### config.mk
export PLATFORM = sky130hd
export DESIGN_NAME = i2s_rx
export DESIGN_NICKNAME = d
export VERILOG_FILES = /design/src/rtl/i2s_rx_pkg.sv /design/src/rtl/i2s_sync.sv /design/src/rtl/i2s_rx.sv
export SDC_FILE = /design/constraint.sdc
export NUM_CORES = 1
export LEC_CHECK = 0
export ABC_AREA = 1
export BUFFER_PORTS_ARGS = -buffer_cell sky130_fd_sc_hd__buf_2
export CAP_MARGIN = 15
export CORE_UTILIZATION = 25
export CTS_CLUSTER_DIAMETER = 100
export CTS_CLUSTER_SIZE = 28
export DETAILED_ROUTE_END_ITERATION = 6
export GPL_TIMING_DRIVEN = 0
export HOLD_SLACK_MARGIN = 0.12
export MAX_ROUTING_LAYER = met4
export PLACE_DENSITY_LB_ADDON = 0.1
export REMOVE_ABC_BUFFERS = 1
export SYNTH_ARGS = -nofsm -noshare
export SYNTH_HDL_FRONTEND = slang
export SYNTH_SLANG_ARGS = --single-unit
export TNS_END_PERCENT = 50
### constraint.sdc
create_clock -name mclk -period 1.8 [get_ports mclk]
set_clock_uncertainty 0.15 [all_clocks]
set_input_delay 0.09 -clock mclk [delete_from_list [all_inputs] [get_ports mclk]]
set_output_delay 0.09 -clock mclk [all_outputs]
set_load 0.02 [all_outputs]
### src/rtl/i2s_rx_pkg.sv
// Shared types and defaults for the I2S receiver.
// Combinational only: no latency, no flow control.
package i2s_rx_pkg;

   typedef enum logic [1:0] {
      SEEK  = 2'd0,
      LEFT  = 2'd1,
      RIGHT = 2'd2
   } i2s_state_t;

   localparam int   I2S_DEFAULT_DATA_BITS = 24;
   localparam int   I2S_DEFAULT_SLOT_BITS = 32;
   localparam logic I2S_CH_LEFT           = 1'b0;

endpackage

### src/rtl/i2s_sync.sv
// Pin synchroniser: 3 flops on the clock pin for rise detect, 2 on delay-matched aux pins.
// Latency 2 mclk to sync outputs, rise valid 2 mclk after pad edge; no backpressure.
module i2s_sync #(
   parameter int AUX_W = 2
) (
   input  logic             mclk,
   input  logic             reset_n,
   input  logic             sclk,
   input  logic [AUX_W-1:0] aux_in,
   output logic [AUX_W-1:0] aux_out,
   output logic             rise
);

   logic [2:0]       sclk_q;
   logic [AUX_W-1:0] aux_q1;
   logic [AUX_W-1:0] aux_q2;

   always_ff @(posedge mclk or negedge reset_n) begin
      if (!reset_n) begin
         sclk_q <= '0;
         aux_q1 <= '0;
         aux_q2 <= '0;
      end else begin
         sclk_q <= {sclk_q[1:0], sclk};
         aux_q1 <= aux_in;
         aux_q2 <= aux_q1;
      end
   end

   assign aux_out = aux_q2;
   assign rise    = sclk_q[1] & ~sclk_q[2];

endmodule

### src/rtl/i2s_rx.sv
// I2S receiver: oversamples bclk/lrclk/sdin in mclk, emits MSB-aligned L/R pairs with a valid strobe.
// Latency 4 mclk from the pad bclk edge carrying the next left MSB; no backpressure, pairs are never stalled.
module i2s_rx
   import i2s_rx_pkg::*;
#(
   parameter int DATA_BITS = I2S_DEFAULT_DATA_BITS,
   parameter int SLOT_BITS = I2S_DEFAULT_SLOT_BITS
) (
   input  logic        mclk,
   input  logic        reset_n,
   input  logic        en,
   input  logic        bclk,
   input  logic        lrclk,
   input  logic        sdin,
   input  logic        err_clr,
   output logic [31:0] xl,
   output logic [31:0] xr,
   output logic        valid,
   output logic        locked,
   output logic        frame_err
);

   localparam int CW = 7;
   localparam logic [DATA_BITS-1:0] MSB_BIT = {1'b1, {(DATA_BITS-1){1'b0}}};

   logic [1:0]           aux_s;
   logic                 bit_edge;
   logic                 w;
   logic                 d;
   logic                 w1;
   logic                 w2;
   logic                 ch_start;
   logic [DATA_BITS-1:0] word;
   logic [DATA_BITS-1:0] hold_l;
   logic [DATA_BITS-1:0] hold_r;
   logic [CW-1:0]        cnt;
   logic                 out_go;
   logic                 commit_l;
   logic                 commit_r;
   logic                 slot_bad;
   i2s_state_t           state;
   i2s_state_t           state_nxt;

   i2s_sync #(.AUX_W(2)) u_sync (
      .mclk    (mclk),
      .reset_n (reset_n),
      .sclk    (bclk),
      .aux_in  ({sdin, lrclk}),
      .aux_out (aux_s),
      .rise    (bit_edge)
   );

   assign w        = aux_s[0];
   assign d        = aux_s[1];
   // A word-select change seen one edge ago marks the MSB of the new channel.
   assign ch_start = bit_edge && (w1 != w2);
   assign slot_bad = (cnt < CW'(DATA_BITS)) || (cnt > CW'(SLOT_BITS));
   assign locked   = (state == LEFT) || (state == RIGHT);

   always_comb begin
      state_nxt = state;
      commit_l  = 1'b0;
      commit_r  = 1'b0;
      case (state)
         SEEK: begin
            if (ch_start && w1 == I2S_CH_LEFT) state_nxt = LEFT;
         end
         LEFT: begin
            if (ch_start && w1 != I2S_CH_LEFT) begin
               state_nxt = RIGHT;
               commit_l  = 1'b1;
            end
         end
         RIGHT: begin
            if (ch_start && w1 == I2S_CH_LEFT) begin
               state_nxt = LEFT;
               commit_r  = 1'b1;
            end
         end
         default: state_nxt = SEEK;
      endcase
      if (!en) begin
         state_nxt = SEEK;
         commit_l  = 1'b0;
         commit_r  = 1'b0;
      end
   end

   always_ff @(posedge mclk or negedge reset_n) begin
      if (!reset_n) state <= SEEK;
      else          state <= state_nxt;
   end

   always_ff @(posedge mclk or negedge reset_n) begin
      if (!reset_n) begin
         w1   <= 1'b0;
         w2   <= 1'b0;
         cnt  <= '0;
         word <= '0;
      end else if (bit_edge) begin
         w1 <= w;
         w2 <= w1;
         if (ch_start) begin
            word <= d ? MSB_BIT : '0;
            cnt  <= CW'(1);
         end else begin
            if (cnt < CW'(DATA_BITS) && d) word <= word | (MSB_BIT >> cnt);
            if (cnt < CW'(SLOT_BITS + 1))  cnt  <= cnt + CW'(1);
         end
      end
   end

   // Pair is published one cycle after the right commit so hold_r is settled.
   always_ff @(posedge mclk or negedge reset_n) begin
      if (!reset_n) begin
         hold_l    <= '0;
         hold_r    <= '0;
         out_go    <= 1'b0;
         valid     <= 1'b0;
         xl        <= '0;
         xr        <= '0;
         frame_err <= 1'b0;
      end else begin
         if (commit_l) hold_l <= word;
         if (commit_r) hold_r <= word;
         out_go <= commit_r;
         valid  <= out_go && en;
         if (out_go && en) begin
            xl <= 32'(hold_l) << (32 - DATA_BITS);
            xr <= 32'(hold_r) << (32 - DATA_BITS);
         end
         if ((commit_l || commit_r) && slot_bad) frame_err <= 1'b1;
         else if (err_clr)                       frame_err <= 1'b0;
      end
   end

endmodule

Yosys cells after proc, flatten, opt, wreduce, memory -nomap -nowiden
Cells that the tools add are included.
{"block": "op_classes", "add_sub_neg": 1, "order_cmp": 3, "eq_ne": 5, "shift": 1, "muxes": 17, "bitwise_logic": 4, "reduce_logical": 17}
{"op": "$mux 24", "count": 3}
{"op": "$or 24x24->24", "count": 1}
{"op": "$shr 24x7->24 const A", "count": 1}
{"op": "$mux 7", "count": 2}
{"op": "$mux 1", "count": 8}
{"op": "$add 7x1->7 const B", "count": 1}
{"op": "$gt 7x6->1 const B", "count": 1}
{"op": "$lt 7x5->1 const B", "count": 1}
{"op": "$lt 7x6->1 const B", "count": 1}
{"op": "$logic_and 1x1->1", "count": 6}
{"op": "$mux 2", "count": 3}
{"op": "$ne 3x2->1 const B", "count": 2}
{"op": "$reduce_and 2->1", "count": 3}
{"op": "$reduce_bool 2->1", "count": 3}
{"op": "$pmux 2 s2", "count": 1}
{"op": "$logic_or 1x1->1", "count": 3}
{"op": "$eq 2x1->1 const B", "count": 1}
{"op": "$eq 2x2->1 const B", "count": 1}
{"op": "$logic_not 2->1", "count": 1}
{"op": "$not 1->1", "count": 2}
{"op": "$reduce_or 2->1", "count": 1}
{"op": "$and 1x1->1", "count": 1}
{"op": "$ne 1x1->1", "count": 1}
{"block": "totals", "register_bits": 141, "inputBits": 7, "word_cells": 63}

Depth between registers and ports, before layout
{"block": "logic_depth", "ltp_word": 10, "ltp_mapped": 10, "depth_no_buf": 9}

By module
From an unflattened synthesis, not the netlist that was laid out.
{"block": "hier_totals", "hier_cells": 631, "hier_area_um2": 5751.8}
{"mod": "i2s_rx", "instances": 1, "cells_per_inst": 622, "area_each_um2": 5566.6, "seq_area_each_um2": 3353.2}
{"mod": "i2s_sync", "instances": 1, "cells_per_inst": 9, "area_each_um2": 185.2, "seq_area_each_um2": 175.2}

Least setup slack after synthesis
Ideal clock, no wire load.
{"block": "synth_path", "kind": "register -> register", "startpoint": "register cnt[0]", "endpoint": "register cnt[5]", "setup_time_ps": 116, "t_arrival_ps": 1253, "setup_slack_ps": 280, "path_stages_with_launch": 10, "path_buffers": 1, "cell_sequence": "dfrtp_1 -> buf_6 -> nor2_4 -> nand2_1 -> nor2_1 -> nand2_1 -> nand2_2 -> nand2_2 -> nand2_1 -> nand2_1"}
{"block": "synth_between", "elab_chain_len": 3}
{"item": "start: declaration", "line_no": "i2s_rx.sv:36", "rtl": "logic [CW-1:0] cnt;"}
{"item": "start signal: assignment", "line_no": "i2s_rx.sv:108", "rtl": "if (cnt < CW'(SLOT_BITS + 1)) cnt <= cnt + CW'(1);"}
{"item": "$add 7x1->7 or $lt 7x6->1 (tied branches)", "line_no": "i2s_rx.sv:108"}
{"item": "$mux 7 or $reduce_bool 2->1 (tied branches)"}
{"item": "$mux 7 or $reduce_and 2->1 (tied branches)"}
Parallel ways exist; a longest one is shown, timed or not. The select of a mux whose other input is x is not followed.
A chain may end at the register's enable or synchronous reset.

Final worst setup path
{"block": "layout_path", "startpoint": "register state[0]", "endpoint": "register frame_err"}
{"block": "layout_between", "elab_chain_len": 6}
{"item": "start: declaration", "line_no": "i2s_rx.sv:41", "rtl": "i2s_state_t state;"}
{"item": "start signal: assignment", "line_no": "i2s_rx.sv:91", "rtl": "else state <= state_nxt;"}
{"item": "$eq 2x1->1 or $eq 2x2->1 (tied branches)", "line_no": "i2s_rx.sv:64", "rtl": "case (state)"}
{"item": "$mux 1", "line_no": "i2s_rx.sv:64"}
{"item": "$mux 1", "line_no": "i2s_rx.sv:82", "rtl": "if (!en) begin"}
{"item": "$logic_or 1x1->1 (*)", "line_no": "i2s_rx.sv:132", "rtl": "if ((commit_l || commit_r) && slot_bad) frame_err <= 1'b1;"}
{"item": "$logic_and 1x1->1 (*)", "line_no": "i2s_rx.sv:132"}
{"item": "$mux 1 or $reduce_bool 2->1 (tied branches)"}
{"item": "end signal: assignment", "line_no": "i2s_rx.sv:122", "rtl": "frame_err <= 1'b0;"}
{"item": "end signal: assignment", "line_no": "i2s_rx.sv:132"}
{"item": "end signal: assignment", "line_no": "i2s_rx.sv:133", "rtl": "else if (err_clr) frame_err <= 1'b0;"}
{"item": "end: declaration", "line_no": "i2s_rx.sv:20", "rtl": "output logic frame_err"}
Mark *: on every way between the ends. The rest lies on a longest branch, timed or not.

==> impl_metrics.json <==
{
  "synth_area_leaders": "dfrtp_1 (61%), nand2_1 (16%), o21ai_0 (3.2%)",
  "finalSetupViolations": 0,
  "p_leak_nw": 3.709,
  "worstHoldPathType": "primary input to flip-flop",
  "ys_seq_elements": 141,
  "die_x_um": 154.1,
  "cp.required_ns": 1.99,
  "crit_start": "state[0]",
  "hold_violations": 0,
  "antenna_found_initial": 0,
  "clock-sinks": 141,
  "busiest_layer": "met2",
  "drive_gt1_share_pct": 19.02,
  "clock_latency_ns": 0.42,
  "ys_warn_count": 0,
  "vias": 4425,
  "cts_tree": "built",
  "synth_area_leader_cell": "dfrtp_1",
  "drtIter0Drc": 244,
  "synth_enable_flop_cells": 0,
  "post_drt_wl_per_cell_um": 14.97,
  "final_nets": 730,
  "slew_violations": 0,
  "period_share_pct": 95.56,
  "grt_pass1_vias": 4246,
  "post-route-drc-count": 0,
  "worst_slew_pin_slew_ns": 0.7012,
  "ir_drop_v": 0.0005113,
  "worstPathArrival_ns": 1.91,
  "row_count": 55,
  "start_util_pct": 25.55,
  "rsz0062_at_grt": "yes",
  "synth.avg_cell_area_um2": 9.052,
  "cp-start-kind": "flip-flop",
  "gr-usage-met3_pct": 3.269,
  "diodes": 0,
  "area_growth_pct": 27.21,
  "grt_pass1_wl_mm": 23.39,
  "cts-root-buf": "clkbuf_16",
  "drtAntennaViolNets": 0,
  "rr_worst_depth": 8,
  "reg2reg_to": "frame_err",
  "slew_headroom_pct": 53.08,
  "syn-cell-area_um2": 5784,
  "drv_cap": 0,
  "gr-total-overflow": 0,
  "critical_path_class": "flip-flop to flip-flop",
  "grt_use_met2_pct": 20.22,
  "place.gp.congestion": 0.7830,
  "yosysTopAreaCellShare_pct": 61.00,
  "dr.pass1.iters": 4,
  "period_minus_slack_ns": 1.720,
  "cts.path.max_buffers": 2,
  "status": "finished, final reports clean",
  "worstPathMaxFanout": 7,
  "coreArea_um2": 22640,
  "dp_hpwl_mm": 7.963,
  "end_kind": "flip-flop",
  "powerDensity_nw_per_um2": 1093,
  "worstSetupEndpoint": "frame_err",
  "grt_usage_pct": 13.35,
  "cts_buffers": 17,
  "wl_mm": 15.21,
  "dieArea_um2": 23750,
  "grt.met1_usage_pct": 17.29,
  "timing.fmax_ghz": 0.5814,
  "power.total_mw": 8.041,
  "reg2reg_from": "state[0]",
  "reg2reg_slack_ns": 0.08,
  "final_util_pct": 32.50,
  "h-tree-depth": 4,
  "die_h_um": 154.1,
  "viasPerCell": 4.355,
  "async_flop_share_pct": 100.0,
  "clkTransAtPathRegs_ns": 0.06,
  "synth-seq-area-share_pct": 61.00,
  "stdcell_area_um2": 7358,
  "grt_max_degree": 78,
  "place_area_um2": 6270,
  "place.port_buffers": 57,
  "ys.flop_type": "dfrtp_1",
  "io-pin-count": 74,
  "synthCells": 639,
  "synth.distinct_cells": 30
}
[per-layer routing]
layer	up-vias	part of all wire (%)
li1	2154	-
met1	2148	47
met2	102	47
met3	21	4.1
met4	0	2.3
met5	-	0
[how the worst min path moves through the flow]
stage / start / endpoint / slack, ns / depth (start not counted)
4_1_cts: en / state[0] / 0.08 / 5
3_3_place_gp: bclk / u_sync.sclk_q[0] / 0.05 / 1
2_1_floorplan: reset_n / cnt[0] / -0.36 / 0
3_5_place_dp: reset_n / xl[18] / -0.03 / 1
5_1_grt: bclk / u_sync.sclk_q[0] / 0.15 / 2
6_report: lrclk / u_sync.aux_q1[0] / 0.16 / 2
[cells in the final DEF, fill, tap and decap left out, types with 12 or more instances in the layout]
| cell | n |
|---|---|
| nand3_4 | 12 |
| buf_2 | 56 |
| o21ai_1 | 22 |
| nand2_1 | 244 |
| conb_1 | 16 |
| a21oi_1 | 21 |
| dfrtp_1 | 138 |
| o21ai_0 | 32 |
| nor2_1 | 24 |
| inv_1 | 40 |
| nand3_1 | 28 |
| clkbuf_16 | 17 |
[registers in the layout, indices dropped and copies added (netlist names)]
name	flops
cnt	7
frame_err	1
hold_l	24
hold_r	24
out_go	1
state	2
u_sync.aux_out	2
u_sync.aux_q1	2
u_sync.sclk_q	3
valid	1
w1	1
w2	1
word	24
xl	24
xr	24
[area by class of cell]
| class | instances | area, µm² |
|---|---|---|
| multi-input combinational | 431 | 2091 |
| clock inverter | 9 | 132.6 |
| sequential | 141 | 3532 |
| clock buffer | 23 | 488.0 |
| inverter | 46 | 197.7 |
| timing repair buffer | 80 | 551.8 |
| tap | 285 | 356.6 |
| timing repair inverter | 1 | 8.758 |
| fill | 2377 | 15280 |
[power breakdown]
group	switching [mW]	leakage (nW)	total [mW]	internal [mW]
clock	1.33	0.300	3.66	2.33
combinational	0.626	1.47	0.897	0.271
sequential	0.147	1.93	3.48	3.33
[through the flow]
stage | instances | setup TNS [ns] | worst slack [ns] | hold WS [ns]
2_1_floorplan | 609 | -50.67 | -0.7556 | -0.3556
3_3_place_gp | 951 | -381.07 | -1.814 | 0.04805
3_5_place_dp | 953 | -97.12 | -1.873 | -0.02679
4_1_cts | 1005 | -0.01734 | -0.007576 | 0.07886
5_1_grt | 1016 | -0.2232 | -0.05730 | 0.1500
6_report | 1016 | 0 | 0.07987 | 0.1561
[worst max-delay path: stages (launching register included)]
cell,delay [ns]
dfrtp_1,0.43
inv_1,0.11
ha_1,0.17
nand2_1,0.11
inv_4,0.19
nand3_4,0.19
nand2_1,0.12
nand2_1,0.09
o21ai_0,0.08
[synthesized netlist by cell type, drive strengths merged, types with 2 or more instances]
library cell,n
nand4,5
clkbuf,12
buf,33
nand3b,2
nor2,30
nand2,251
nor3,2
o21ai,54
a21oi,21
inv,46
dfrtp,141
nand3,31
ha,5
xor2,3
[cell families (layout without fill, tap and decap cells)]
| family | Yosys count | count (layout) | synth area share (%) |
|---|---|---|---|
| other | 1 | 16 | 0.06483 |
| adders and majority gates | 5 | 5 | 1.082 |
| and+or+nand+nor | 321 | 330 | 22.91 |
| DFF | 141 | 141 | 61.00 |
| buffers and inverters | 91 | 159 | 7.766 |
| xor gates and xnor gates | 3 | 3 | 0.4543 |
| AOI/OAI and AO/OA | 77 | 77 | 6.727 |
[what timing repair did]
item                                    in CTS  in global routing
cloned                                       7                  3
buffers inserted                             6                  6
endpoints found under the hold margin      159                 10
pin swaps                                    5                  4
hold buffers                                 7                  2
resized for setup                           18                 28
endpoints found under the setup margin     132                186
(Power assumes the default switching activity.)
